===== src/rtl/div_ctrl.sv =====
// Iterative radix-2 restoring divider for RV32M DIV/DIVU/REM/REMU with a valid/ready handshake.
// Optional DIV_EARLY_OUT_EN: skip the dividend's leading zeros to shorten the iteration count.
module div_ctrl #(
   parameter int unsigned WIDTH = 32
) (
   input  logic             clk_i,
   input  logic             rst_i,
   input  logic             valid_i,
   output logic             ready_o,
   input  logic [1:0]       op_i,
   input  logic [WIDTH-1:0] operand_a_i,
   input  logic [WIDTH-1:0] operand_b_i,
   input  logic             flush_i,
   output logic             valid_o,
   input  logic             ready_i,
   output logic [WIDTH-1:0] result_o,
   output logic             busy_o
);

   localparam int unsigned CNT_W = $clog2(WIDTH + 1);

   typedef enum logic [2:0] {
      IDLE = 3'd0,
      PREP = 3'd1,
      ITER = 3'd2,
      FIX  = 3'd3,
      DONE = 3'd4
   } state_t;

   state_t state, state_n;

   logic [1:0]       op_q;
   logic [WIDTH-1:0] a_q;
   logic [WIDTH-1:0] b_q;
   logic [WIDTH:0]   rem_q;
   logic [WIDTH-1:0] quo_q;
   logic [CNT_W-1:0] cnt_q;
   logic             q_neg_q;
   logic             r_neg_q;

   logic             is_signed;
   logic [WIDTH-1:0] a_abs;
   logic [WIDTH-1:0] b_abs;
   logic             div_zero;
   logic             overflow;
   logic [CNT_W-1:0] iter_n;
   logic [WIDTH-1:0] dividend_init;
   logic [WIDTH+1:0] diff;
   logic             no_borrow;
   logic [WIDTH-1:0] quo_fix;
   logic [WIDTH-1:0] rem_fix;

   // Operand conditioning used during PREP
   always_comb begin
      is_signed = ~op_q[0];
      a_abs     = (is_signed && a_q[WIDTH-1]) ? (WIDTH'(0) - a_q) : a_q;
      b_abs     = (is_signed && b_q[WIDTH-1]) ? (WIDTH'(0) - b_q) : b_q;
      div_zero  = (b_q == '0);
      overflow  = is_signed && (a_q == {1'b1, {(WIDTH-1){1'b0}}}) && (&b_q);
   end

`ifdef DIV_EARLY_OUT_EN
   logic [CNT_W-1:0] lead;

   // Leading-zero count of |dividend|; the highest set bit wins
   always_comb begin
      lead = CNT_W'(WIDTH);
      for (int i = 0; i < int'(WIDTH); i++) begin
         if (a_abs[i]) lead = CNT_W'(int'(WIDTH) - 1 - i);
      end
      iter_n        = CNT_W'(WIDTH) - lead;
      dividend_init = a_abs << lead;
   end
`else
   always_comb begin
      iter_n        = CNT_W'(WIDTH);
      dividend_init = a_abs;
   end
`endif

   // One restoring step: trial-subtract the divisor from the shifted remainder
   always_comb begin
      diff      = {rem_q, quo_q[WIDTH-1]} - {2'b00, b_q};
      no_borrow = ~diff[WIDTH+1];
      quo_fix   = q_neg_q ? (WIDTH'(0) - quo_q) : quo_q;
      rem_fix   = r_neg_q ? (WIDTH'(0) - rem_q[WIDTH-1:0]) : rem_q[WIDTH-1:0];
   end

   always_ff @(posedge clk_i or posedge rst_i) begin
      if (rst_i) state <= IDLE;
      else       state <= state_n;
   end

   always_comb begin
      state_n = state;
      case (state)
         IDLE: if (valid_i) state_n = PREP;
         PREP: begin
            if (div_zero || overflow) state_n = DONE;
            else if (iter_n == '0)    state_n = FIX;
            else                      state_n = ITER;
         end
         ITER: if (cnt_q == CNT_W'(1)) state_n = FIX;
         FIX:  state_n = DONE;
         DONE: if (ready_i) state_n = IDLE;
         default: state_n = IDLE;
      endcase
      if (flush_i) state_n = IDLE;
   end

   // Datapath registers
   always_ff @(posedge clk_i or posedge rst_i) begin
      if (rst_i) begin
         op_q    <= '0;
         a_q     <= '0;
         b_q     <= '0;
         rem_q   <= '0;
         quo_q   <= '0;
         cnt_q   <= '0;
         q_neg_q <= 1'b0;
         r_neg_q <= 1'b0;
      end else begin
         case (state)
            IDLE: begin
               if (valid_i && !flush_i) begin
                  op_q <= op_i;
                  a_q  <= operand_a_i;
                  b_q  <= operand_b_i;
               end
            end
            PREP: begin
               q_neg_q <= is_signed & (a_q[WIDTH-1] ^ b_q[WIDTH-1]);
               r_neg_q <= is_signed & a_q[WIDTH-1];
               b_q     <= b_abs;
               quo_q   <= dividend_init;
               rem_q   <= '0;
               cnt_q   <= iter_n;
            end
            ITER: begin
               rem_q <= no_borrow ? diff[WIDTH:0] : {rem_q[WIDTH-1:0], quo_q[WIDTH-1]};
               quo_q <= {quo_q[WIDTH-2:0], no_borrow};
               cnt_q <= cnt_q - CNT_W'(1);
            end
            default: ;
         endcase
      end
   end

   // Registered handshake/status outputs track the next state; result loads on completion
   always_ff @(posedge clk_i or posedge rst_i) begin
      if (rst_i) begin
         ready_o  <= 1'b1;
         valid_o  <= 1'b0;
         busy_o   <= 1'b0;
         result_o <= '0;
      end else begin
         ready_o <= (state_n == IDLE);
         valid_o <= (state_n == DONE);
         busy_o  <= (state_n != IDLE);
         if (!flush_i) begin
            if (state == PREP && div_zero)
               result_o <= op_q[1] ? a_q : '1;
            else if (state == PREP && overflow)
               result_o <= op_q[1] ? '0 : a_q;
            else if (state == FIX)
               result_o <= op_q[1] ? rem_fix : quo_fix;
         end
      end
   end

endmodule


===== config.mk =====
export PLATFORM = sky130hd
export DESIGN_NAME = div_ctrl
export DESIGN_NICKNAME = d
export VERILOG_FILES = /design/src/rtl/div_ctrl.sv
export SDC_FILE = /design/constraint.sdc
export NUM_CORES = 1
export LEC_CHECK = 0
export CORE_ASPECT_RATIO = 1.1
export CORE_MARGIN = 4
export CORE_UTILIZATION = 45
export CTS_CLUSTER_SIZE = 14
export DETAILED_ROUTE_END_ITERATION = 16
export SYNTH_ARGS = -nofsm -noshare
export SYNTH_HDL_FRONTEND = slang
export SYNTH_SLANG_ARGS = --single-unit

===== constraint.sdc =====
create_clock -name clk_i -period 15.5 [get_ports clk_i]
set_clock_uncertainty 0.1 [all_clocks]
set_input_delay 3.875 -clock clk_i [delete_from_list [all_inputs] [get_ports clk_i]]
set_output_delay 3.875 -clock clk_i [all_outputs]
set_load 0.05 [all_outputs]

After elaboration in Yosys (flattened, before gate mapping)
Cells that the tools add are included.
W data, S select, Z words.

operators by class
  reductions and logical operators = 20
  div/mod/pow operators = 0
  multipliers = 0
  shift-type cells = 0
  muxes and demuxes = 22
  equal/unequal tests = 9
  bitwise operators = 6
  magnitude comparators = 0
  add/subtract/negate cells = 6

operator list
  kind                     count
  $mux W32                 11
  $pmux W32 S2             2
  $sub A1 B32 Y32 const A  4
  $pmux W33 S2             1
  $sub A34 B32 Y34         1
  $mux W33                 1
  $eq A32 B32 Y1 const B   1
  $logic_not A32 Y1        1
  $reduce_and A32 Y1       1
  $mux W3                  5
  $pmux W3 S5              1
  $pmux W6 S2              1
  $logic_and A1 B1 Y1      7
  $eq A3 B2 Y1 const B     2
  $eq A3 B3 Y1 const B     2
  $eq A6 B1 Y1 const B     1
  $logic_not A3 Y1         2
  $reduce_bool A3 Y1       2
  $sub A6 B1 Y6 const B    1
  $ne A2 B2 Y1 const B     2
  $reduce_and A2 Y1        2
  $reduce_bool A2 Y1       2
  $eq A3 B1 Y1 const B     1
  $not A1 Y1               3
  other kinds (5)          6

storage, ports and cells
  bits of input ports = 71
  output and inout port bits = 35
  flip-flop bits (word level) = 177
  latch bits = 0
  word-level logic and storage cells = 76
  memories = 0
  bits in read-only memories = 0
  RAM bits = 0

Logic depth before layout (Yosys ltp)
Gate-level depths: netlist of run 1.

  depth in word-level cells = 8
  depth in mapped cells = 14
  mapped depth without buffers = 13

Worst setup path before layout of run 1
No wires, ideal clock.

  path kind = input-to-reg
  from = input valid_i
  to = register b_q[11]
  path slack = 10208 ps
  stages on the path = 8
  required time = 15263 ps
  arrival time = 5055 ps
  cells stage by stage = nor2b_1 > nand2_1 > o21a_1 > clkbuf_1 > clkbuf_1 > a21oi_1 > nor2_1 > a21oi_1

between the ends
  word-level cells in the longest chain between the ends = 3

ends and longest elaborated chain
  what                                line  source
  start: declaration                  8     input logic valid_i,
  $logic_and A1 B1 Y1                 125   if (valid_i && !flush_i) begin
  $ne A2 B2 Y1 (no source line)       --
  $reduce_and A3 Y1 (no source line)  --
  end signal: assignment              128   b_q <= operand_b_i;
  end signal: assignment              134   b_q <= b_abs;
  end: declaration                    34    logic [WIDTH-1:0] b_q;

Every way passes these cells.
A chain may end at the register's enable or synchronous reset.

Worst setup path in the final report of run 1
  from = input flush_i
  to = register b_q[9]

between the ends
  word-level cells in the longest chain between the ends = 4

ends and longest elaborated chain
  what                                line  source
  start: declaration                  13    input logic flush_i,
  $logic_not A1 Y1                    --
  $logic_and A1 B1 Y1                 125
  $ne A2 B2 Y1 (no source line)       --
  $reduce_and A3 Y1 (no source line)  --

Every way passes these cells.

==> results.sh, run 1 <==
export IMPL_drt_iter0_drc=981
export IMPL_rsz0062_at_grt="false"
export IMPL_post_route_util_pct=52.8
export IMPL_status="finished, final reports clean"
export IMPL_crit_fanout=37
export IMPL_leakage_nw=5.95
export IMPL_grt_use_total_pct=25.2
export IMPL_final_cell_mix="dfrtp_1, o21ai_0, nand2_1"
export IMPL_synth_warnings=0
export IMPL_antenna_found_initial=0
export IMPL_cts_root_buf="clkbuf_16"
export IMPL_fp_dieH_microns=182
export IMPL_min_period_ns=6.17
export IMPL_holdWs_ns=0.373
export IMPL_synth_seq_area_share_pct=35.7
export IMPL_grt_pass1_wl_microns=62200
export IMPL_slowest_delay_ns=0.86
export IMPL_critPathTopFamily="compound AO/OA/AOI/OAI gates"
export IMPL_powerDensity_nw_per_um2=204
export IMPL_fin_nets=1618
export IMPL_cpMaxStageDelayCell="o21a_1"
export IMPL_io_buffers=105
export IMPL_drive_above_1_share_pct=7.31
export IMPL_synth_flop_cell="dfrtp_1"
export IMPL_irDropWorstVdd_mv=0.107
export IMPL_drc=0
export IMPL_post_cts_setup_buffer_count=0
export IMPL_final_setup_viol_count=0
export IMPL_die_w_microns=166
export IMPL_cp_start_kind="primary input"
export IMPL_crit_path_cell_trace="clkdlybuf4s50_1 -> nor3_1 -> nand2_2 -> o21a_1 -> a21oi_1 -> nor2_1 -> a21oi_1"
export IMPL_drt_pass1_iter_count=5
export IMPL_layout_commonest_cell="dfrtp_1"
export IMPL_coreArea_sq_um=27000
export IMPL_cts_hold_fix_buffers=0
export IMPL_hp_class="flop to flop"
export IMPL_yosys_register_bits=177
export IMPL_dp_cells=1845
export IMPL_io_pins=106
export IMPL_path_common_cell="a21oi_1"
export IMPL_tightest_slew_ns=1.04
export IMPL_grt_max_degree=71
export IMPL_drtAntennaViolNets=0
export IMPL_fmax_ghz=0.162
export IMPL_fin_crit_sh_pct=39.8
export IMPL_setup_tns_ns=0
export IMPL_grt_pass1_vias=11164
export IMPL_antenna_cells=0
export IMPL_overflow=0
export IMPL_gp_congestion=0.886
export IMPL_synthCells=1459
export IMPL_slew_violations=0
export IMPL_routed_wl_microns=38400
export IMPL_synth_edf_count=0
export IMPL_die_area_sq_um=30300
export IMPL_end_kind="flop"
export IMPL_required_ns=15.70
export IMPL_clock_sinks=177
export IMPL_synth_fp_nets=1570
export IMPL_cts_resized=0
export IMPL_final_cell_area_sq_um=14300
export IMPL_criticalPathCategory="primary input to flop"
export IMPL_synthArstFlopShare_pct=100
export IMPL_fp_row_count=63
export IMPL_syn_area_sq_um=12400
export IMPL_clk_pin_slew_ns=0.07
export IMPL_fill_cells=2542
export IMPL_yosysUniqueCellTypes=74
export IMPL_crit_buf_inv=1
export IMPL_syn2layout_area_growth_pct=15.2
export IMPL_arrival_ns=6.37
export IMPL_via_per_inst=6.08
export IMPL_initial_core_util_pct=45.9
export IMPL_cap_violations=0
export IMPL_vias=11402
export IMPL_htreeDepth=4
export IMPL_dp_slack_ns=8.81
export IMPL_cts_made_buffers=17
export IMPL_slew_headroom_pct=30.6
export IMPL_wl_per_cell_microns=20.5
export IMPL_insertion_delay_ns=0.44
export IMPL_power_mw=2.92
export IMPL_setup_slack_ns=9.33
export IMPL_dp_hpwl_microns=27700
export IMPL_avgSynthCellArea_sq_um=8.50
export IMPL_cts_buffer_depth=2
export IMPL_cts_tree="yes"
export IMPL_instances_no_fill=1876
export IMPL_finalHoldViolCount=0
export IMPL_placed_area_sq_um=13700
[metal layers]
layer  part of all wire, %  vias to the layer above  routed length, microns  global-route usage [%]
li1                      -                     5464                       -                       -
met1                    44                     5549                   17100                    34.2
met2                    48                      328                   18600                    42.4
met3                   4.5                       61                    1710                    2.86
met4                   2.8                        0                    1060                    8.18
met5                     0                        -                       0                       0
[registers in the layout (all words and copies together) (netlist names), 2 cells and up]
name / cells
rem_q: 33
a_q: 32
b_q: 32
quo_q: 32
result_o: 32
cnt_q: 6
state: 3
op_q: 2
[cell families (layout without fill, tap and decap cells)]
logic type / Yosys count / after routing / share of synthesized area (%)
AO/OA/AOI/OAI: 514 / 514 / 25.9
XOR/XNOR: 117 / 117 / 8.27
adder cells (fa/ha/maj): 40 / 40 / 4.10
buffers and inverters: 147 / 207 / 4.48
flip-flops: 177 / 177 / 35.7
multiplexers: 61 / 61 / 5.29
AND/OR/NAND/NOR: 403 / 403 / 16.2
[worst reg2reg max path, stage by stage (launching register included)]
cell and delay (ns):
dfrtp_1 0.39, inv_1 0.24, ha_1 0.24, inv_1 0.06
fa_1 0.42, a211oi_1 0.32, o21ai_0 0.22, a21o_1 0.25
a41o_1 0.31, a221o_1 0.41, o2111ai_1 0.40, mux2i_1 0.24
nor3_1 0.06, nor4_1 0.32
[power breakdown]
part	total [mW]	leakage [nW]	switching [mW]	internal, mW
Combinational	1.59	3.51	0.930	0.656
Clock	0.427	0.263	0.202	0.225
Sequential	0.903	2.18	0.272	0.631
[cell usage after synthesis (all sizes together), types with 3 or more instances]
cell / instances / share of area, %
nand3: 29 / 1.2
mux2i: 25 / 2.0
xnor2: 63 / 4.5
a22o: 6 / 0.42
or2: 10 / 0.52
and2: 3 / 0.15
o21a: 5 / 0.30
a22oi: 44 / 2.7
o21bai: 5 / 0.30
mux2: 36 / 3.3
nand4: 22 / 1.1
a211o: 3 / 0.21
ha: 39 / 3.9
a32oi: 5 / 0.35
a21o: 35 / 2.1
xor2: 54 / 3.8
o21ai: 168 / 6.8
nor4: 19 / 0.96
nand3b: 3 / 0.18
nor2: 71 / 2.1
o41ai: 9 / 0.70
o31ai: 39 / 2.5
and3: 9 / 0.45
a31oi: 14 / 0.71
or3: 25 / 1.3
o2111ai: 3 / 0.21
a21oi: 117 / 4.7
o211ai: 4 / 0.24
a211oi: 5 / 0.34
nand2: 133 / 4.0
buf: 8 / 0.27
a221oi: 16 / 1.1
o22ai: 21 / 1.1
nor3b: 6 / 0.36
nor3: 34 / 1.4
dfrtp: 176 / 36
or4: 11 / 0.76
clkbuf: 86 / 2.6
nor2b: 7 / 0.35
o311ai: 3 / 0.21
inv: 53 / 1.6
nand2b: 11 / 0.56
[worst paths after layout]
check	slack (ns)	end	start	depth (start not counted)
max in group asynchronous	9.60	rem_q[15]	rst_i	4
max	9.33	b_q[9]	flush_i	7
min reg2reg	0.37	cnt_q[5]	cnt_q[5]	1
min	0.37	cnt_q[5]	cnt_q[5]	1
min in group asynchronous	3.79	a_q[28]	rst_i	2
max reg2reg	11.41	rem_q[28]	quo_q[31]	13
[cell type report]
cell class                      count  area (sq um)  area share [%]
Multi-Input combinational cell   1135          7460            52.2
Sequential cell                   177          4430            31.0
Timing Repair Buffer              123          1190            8.31
Tap cell                          357           447            3.13
Clock buffer                       19           433            3.03
Inverter                           53           204            1.43
Clock inverter                     12           125           0.876
(Power assumes the default switching activity.)
==> run 2: changes to the inputs <==
- PLACE_DENSITY: not set -> 0.67
- clock period: 15.5 -> 5.1 ns (I/O delays scaled with it)
==> run 2 against run 1 <==
- setup slack got worse by 8.2 ns
- core utilization increased by 0.32 points
- count of clock-buffer cells in the layout fell by 2
- hold slack better by 0.0049 ns
- first-iteration DRC count rose by 27%
- register-to-register slack worse by 10 ns
- sequential power grew to 3.1 times the previous value
- sequential share of layout area fell by 0.19 points
- non-clock buffer count unchanged
- combinational power increased to 3.0 times the previous value
- total power rose to 3.1 times the previous value
==> results.sh, run 2 (synthesis gave the netlist of run 1 again) <==
export IMPL_initial_core_util_pct=45.9
export IMPL_coreArea_sq_um=27000
export IMPL_seq_power_share_pct=31.1
export IMPL_routed_wl_microns=38600
export IMPL_largest_reg_flops=33
export IMPL_whs_path_depth=1
export IMPL_leakage_nw=5.99
export IMPL_p_comb_share_pct=53.2
export IMPL_grt_use_total_pct=25.3
export IMPL_p_sw_mw=4.35
export IMPL_post_route_util_pct=53.1
export IMPL_tightest_slew_ns=1.24
export IMPL_drt_iter0_drc=1244
export IMPL_intPower_mw=4.66
export IMPL_top_register="rem_q"
export IMPL_final_setup_viol_count=0
export IMPL_rsz0062_at_grt="false"
export IMPL_fin_crit_sh_pct=77.1
export IMPL_grt_pass1_vias=11320
export IMPL_clock_sinks=177
export IMPL_antenna_found_initial=0
export IMPL_wl_per_cell_microns=20.6
export IMPL_dp_hpwl_microns=27800
export IMPL_drive_above_1_share_pct=7.43
export IMPL_min_period_ns=3.93
export IMPL_clk_pin_slew_ns=0.08
export IMPL_fin_nets=1618
export IMPL_regArea_sq_um=4430
export IMPL_syn2layout_area_growth_pct=15.9
export IMPL_drt_pass1_iter_count=7
export IMPL_htreeDepth=4
export IMPL_cts_root_buf="clkbuf_16"
export IMPL_drc=0
export IMPL_slew_headroom_pct=17.0
export IMPL_arrival_ns=4.21
export IMPL_cpMaxStageDelayCell="a21o_2"
export IMPL_antenna_cells=0
export IMPL_setup_tns_ns=0
export IMPL_fp_row_count=63
export IMPL_cap_violations=0
export IMPL_irDropWorstVdd_mv=0.349
export IMPL_r2r_cells=10
export IMPL_insertion_delay_ns=0.45
export IMPL_crit_path_cell_trace="inv_1 -> ha_1 -> nand4_1 -> nor2_1 -> nand2_1 -> or2_2 -> buf_4 -> a21o_2 -> a2111oi_0 -> a21o_1"
export IMPL_cts_tree="yes"
export IMPL_switching_share_pct=48.3
export IMPL_crit_fanout=64
export IMPL_die_w_microns=166
export IMPL_cts_buffer_depth=2
export IMPL_final_cell_mix="dfrtp_1, o21ai_0, nand2_1"
export IMPL_layout_commonest_cell="dfrtp_1"
export IMPL_cts_made_buffers=17
export IMPL_end_kind="flop"
export IMPL_multiInputGateArea_sq_um=7450
export IMPL_gp_congestion=0.931
export IMPL_placed_area_sq_um=13700
export IMPL_hp_class="flop to flop"
export IMPL_cts_hold_fix_buffers=0
export IMPL_slowest_delay_ns=0.65
export IMPL_fmax_ghz=0.254
export IMPL_overflow=0
export IMPL_required_ns=5.38
export IMPL_fill_cells=2487
export IMPL_cp_start_kind="flop"
export IMPL_status="finished, final reports clean"
export IMPL_drtAntennaViolNets=0
export IMPL_dp_cells=1845
export IMPL_vias=11728
export IMPL_finalHoldViolCount=0
export IMPL_clkPwrFrac_pct=15.7
export IMPL_final_cell_area_sq_um=14400
export IMPL_fp_dieH_microns=182
export IMPL_grt_max_degree=75
export IMPL_cts_resized=0
export IMPL_grt_pass1_wl_microns=62500
export IMPL_io_pins=106
export IMPL_io_buffers=105
export IMPL_slew_violations=0
export IMPL_criticalPathCategory="flop to flop"
export IMPL_power_mw=9.02
export IMPL_powerDensity_nw_per_um2=628
export IMPL_instances_no_fill=1877
export IMPL_post_cts_setup_buffer_count=0
export IMPL_via_per_inst=6.25
export IMPL_die_area_sq_um=30300
## run 2: cell types whose count changed in the layout (fill, tap and decap cells not counted), moves of 2 or more
cell	delta
clkinv_8	+2
clkbuf_1	-2
inv_8	+4
buf_12	+2
buf_4	-2
inv_6	-5
## run 2: final timing paths
kind                           endpoint     start  slack, ns
setup / recovery           result_o[30]    b_q[1]       1.17
setup reg to reg           result_o[30]    b_q[1]       1.17
max in group asynchronous        a_q[5]     rst_i       2.71
hold / removal                 cnt_q[5]  cnt_q[5]       0.38
min in group asynchronous  result_o[28]     rst_i       1.29
hold reg to reg                cnt_q[5]  cnt_q[5]       0.38
## run 2: stage by stage
stage	hold slack [ns]	worst slack [ns]
floorplan	0.346	1.46
global placement	0.361	1.30
detailed placement	0.366	1.25
CTS	0.379	1.22
global route	0.395	0.798
finish	0.378	1.17
## run 2: power by group through the flow
stage               logic (mW)  registers [mW]  clock network [mW]
floorplan                 3.27            2.85                   0
global placement          4.68            2.79                   0
detailed placement        4.73            2.80                   0
CTS                       4.76            2.78                1.43
global route              5.26            2.89                1.48
finish                    4.80            2.81                1.41
## run 2: layout make-up
class	instances	area share [%]
inverters	53	1.41
clock inverters	15	1.38
clock buffers	17	2.96
flip-flops and latches	177	30.8
multi-input cells	1135	51.9
repair buffers	123	8.43
well taps	357	3.11
## run 2: layer usage
metal / track usage [%] / routed length (microns)
met1: 34.0 / 16600
met2: 43.1 / 18900
met3: 3.42 / 2250
met4: 6.84 / 833
met5: 0 / 0
## run 2: worst max-delay path, delay by kind of cell, from the launching register on
kind                     cells  cell delay [ns]
AO/OA/AOI/OAI                3             1.36
flip-flops                   1             0.41
AND/OR/NAND/NOR              4             1.28
adder cells (fa/ha/maj)      1             0.25
buffers and inverters        2             0.43
==> run 3: changes to the inputs <==
- clock period: 5.1 -> 3.4 ns (I/O delays scaled with it)
==> run 3 against run 2 <==
- clock power grew 45%
- fmax grew 19%
- sequential power grew 40%
- setup slack worse by 1.1 ns
- routed wire length up 3.4%
- total power rose by 56%
- core utilization rose by 2.7 points
- sequential share of layout area shrank 1.5 points
- global-route usage up 0.66 points
==> results.sh, run 3 (synthesis gave the netlist of run 1 again) <==
export IMPL_cts_made_buffers=17
export IMPL_vias=12022
export IMPL_clk_pin_slew_ns=0.07
export IMPL_slew_headroom_pct=36.7
export IMPL_io_pins=106
export IMPL_wl_per_cell_microns=20.3
export IMPL_cts_buffer_depth=2
export IMPL_setup_tns_ns=0
export IMPL_powerDensity_nw_per_um2=931
export IMPL_drtAntennaViolNets=0
export IMPL_cap_violations=0
export IMPL_cpMaxStageDelayCell="dfrtp_1"
export IMPL_htreeDepth=4
export IMPL_dp_cells=1932
export IMPL_gp_congestion=0.962
export IMPL_grt_max_degree=109
export IMPL_final_setup_viol_count=0
export IMPL_instances_no_fill=1964
export IMPL_end_kind="flop"
export IMPL_drc=0
export IMPL_insertion_delay_ns=0.45
export IMPL_fin_crit_sh_pct=97.0
export IMPL_placed_area_sq_um=14400
export IMPL_cts_root_buf="clkbuf_16"
export IMPL_grt_pass1_vias=11599
export IMPL_crit_fanout=8
export IMPL_layout_commonest_cell="dfrtp_1"
export IMPL_finalHoldViolCount=0
export IMPL_status="finished, final reports clean"
export IMPL_die_area_sq_um=30300
export IMPL_slew_violations=0
export IMPL_arrival_ns=3.58
export IMPL_syn2layout_area_growth_pct=21.7
export IMPL_overflow=0
export IMPL_drt_pass1_iter_count=6
export IMPL_leakage_nw=6.44
export IMPL_hp_class="flop to flop"
export IMPL_drive_above_1_share_pct=12.9
export IMPL_cts_tree="yes"
export IMPL_tightest_slew_ns=0.949
export IMPL_die_w_microns=166
export IMPL_min_period_ns=3.30
export IMPL_slowest_delay_ns=0.51
export IMPL_irDropWorstVdd_mv=0.425
export IMPL_grt_use_total_pct=25.9
export IMPL_final_cell_mix="dfrtp_1, o21ai_0, nand2_1"
export IMPL_coreArea_sq_um=27000
export IMPL_final_cell_area_sq_um=15100
export IMPL_io_buffers=105
export IMPL_largest_reg_flops=33
export IMPL_clock_sinks=177
export IMPL_via_per_inst=6.12
export IMPL_fmax_ghz=0.303
export IMPL_cp_start_kind="flop"
export IMPL_routed_wl_microns=39900
export IMPL_required_ns=3.68
export IMPL_antenna_cells=0
export IMPL_crit_path_cell_trace="or4_4 -> or4_4 -> or3_1 -> or2_1 -> o21ai_1 -> xnor2_1 -> mux2i_1 -> a2111oi_1 -> a21o_1"
export IMPL_fin_nets=1705
export IMPL_path_common_cell="or4_4"
export IMPL_antenna_found_initial=0
export IMPL_top_register="rem_q"
export IMPL_fp_row_count=63
export IMPL_fp_dieH_microns=182
export IMPL_rsz0062_at_grt="false"
export IMPL_drt_iter0_drc=991
export IMPL_dp_hpwl_microns=29600
export IMPL_initial_core_util_pct=45.9
export IMPL_power_mw=14.1
export IMPL_criticalPathCategory="flop to flop"
export IMPL_grt_pass1_wl_microns=63500
export IMPL_post_cts_setup_buffer_count=0
export IMPL_cts_hold_fix_buffers=0
run 3: cell types whose count changed in the layout (fill, tap and decap cells not counted), sizes merged:
cell	delta
buf	+87
clkbuf	+4
inv	-4
run 3: final cells by class:
type	count	area (sq um)
multi-input cells	1135	7500
well taps	357	447
clock buffers	21	480
clock inverters	11	128
inverters	53	203
flip-flops and latches	177	4430
repair buffers	210	1910
fillers	2458	11900
run 3: per-stage QoR:
stage	utilization [%]	hold WS [ns]	worst slack (ns)
floorplan	-	0.346	0.152
global placement	53.4	0.359	0.0660
detailed placement	53.4	0.367	-0.0444
CTS	55.7	0.381	0.00411
global route	55.8	0.405	0.00447
finish	55.8	0.375	0.101
run 3: power breakdown:
| group | switching [mW] | total (mW) | internal, mW |
|---|---|---|---|
| clock network | 0.888 | 2.05 | 1.17 |
| logic | 4.61 | 8.06 | 3.45 |
| registers | 1.06 | 3.94 | 2.88 |
| total | 6.56 | 14.1 | 7.49 |
run 3: worst paths after layout:
kind	startpoint	to	slack (ns)	cells past startpoint
setup / recovery	rem_q[8]	result_o[30]	0.10	9
hold / removal	result_o[16]	result_o[16]	0.38	1
setup reg to reg	rem_q[8]	result_o[30]	0.10	9
hold reg to reg	result_o[16]	result_o[16]	0.38	1
max in group asynchronous	rst_i	rem_q[4]	1.90	3
min in group asynchronous	rst_i	cnt_q[0]	0.81	3
run 3: timing repair:
item / in CTS / in global routing
endpoints found under the setup margin: 1 / 25
resized for setup: 1 / 11
pin swaps: 0 / 6
run 3: layer usage:
layer | share of wire [%] | routed length (microns) | vias to the layer above | track usage, %
met3 | 5.9 | 2370 | 70 | 4.66
met1 | 42 | 16700 | 5893 | 32.9
li1 | - | - | 5636 | -
met4 | 3.4 | 1380 | 0 | 10.5
met5 | 0 | 0 | - | 0
met2 | 49 | 19500 | 423 | 44.0
run 3: worst max-delay path, delay by kind of cell (launching register included):
family           cells  cell delay (ns)
AO/OA/AOI/OAI        3             0.74
XOR/XNOR             1             0.14
flip-flops           1             0.51
multiplexers         1             0.09
AND/OR/NAND/NOR      4             1.64
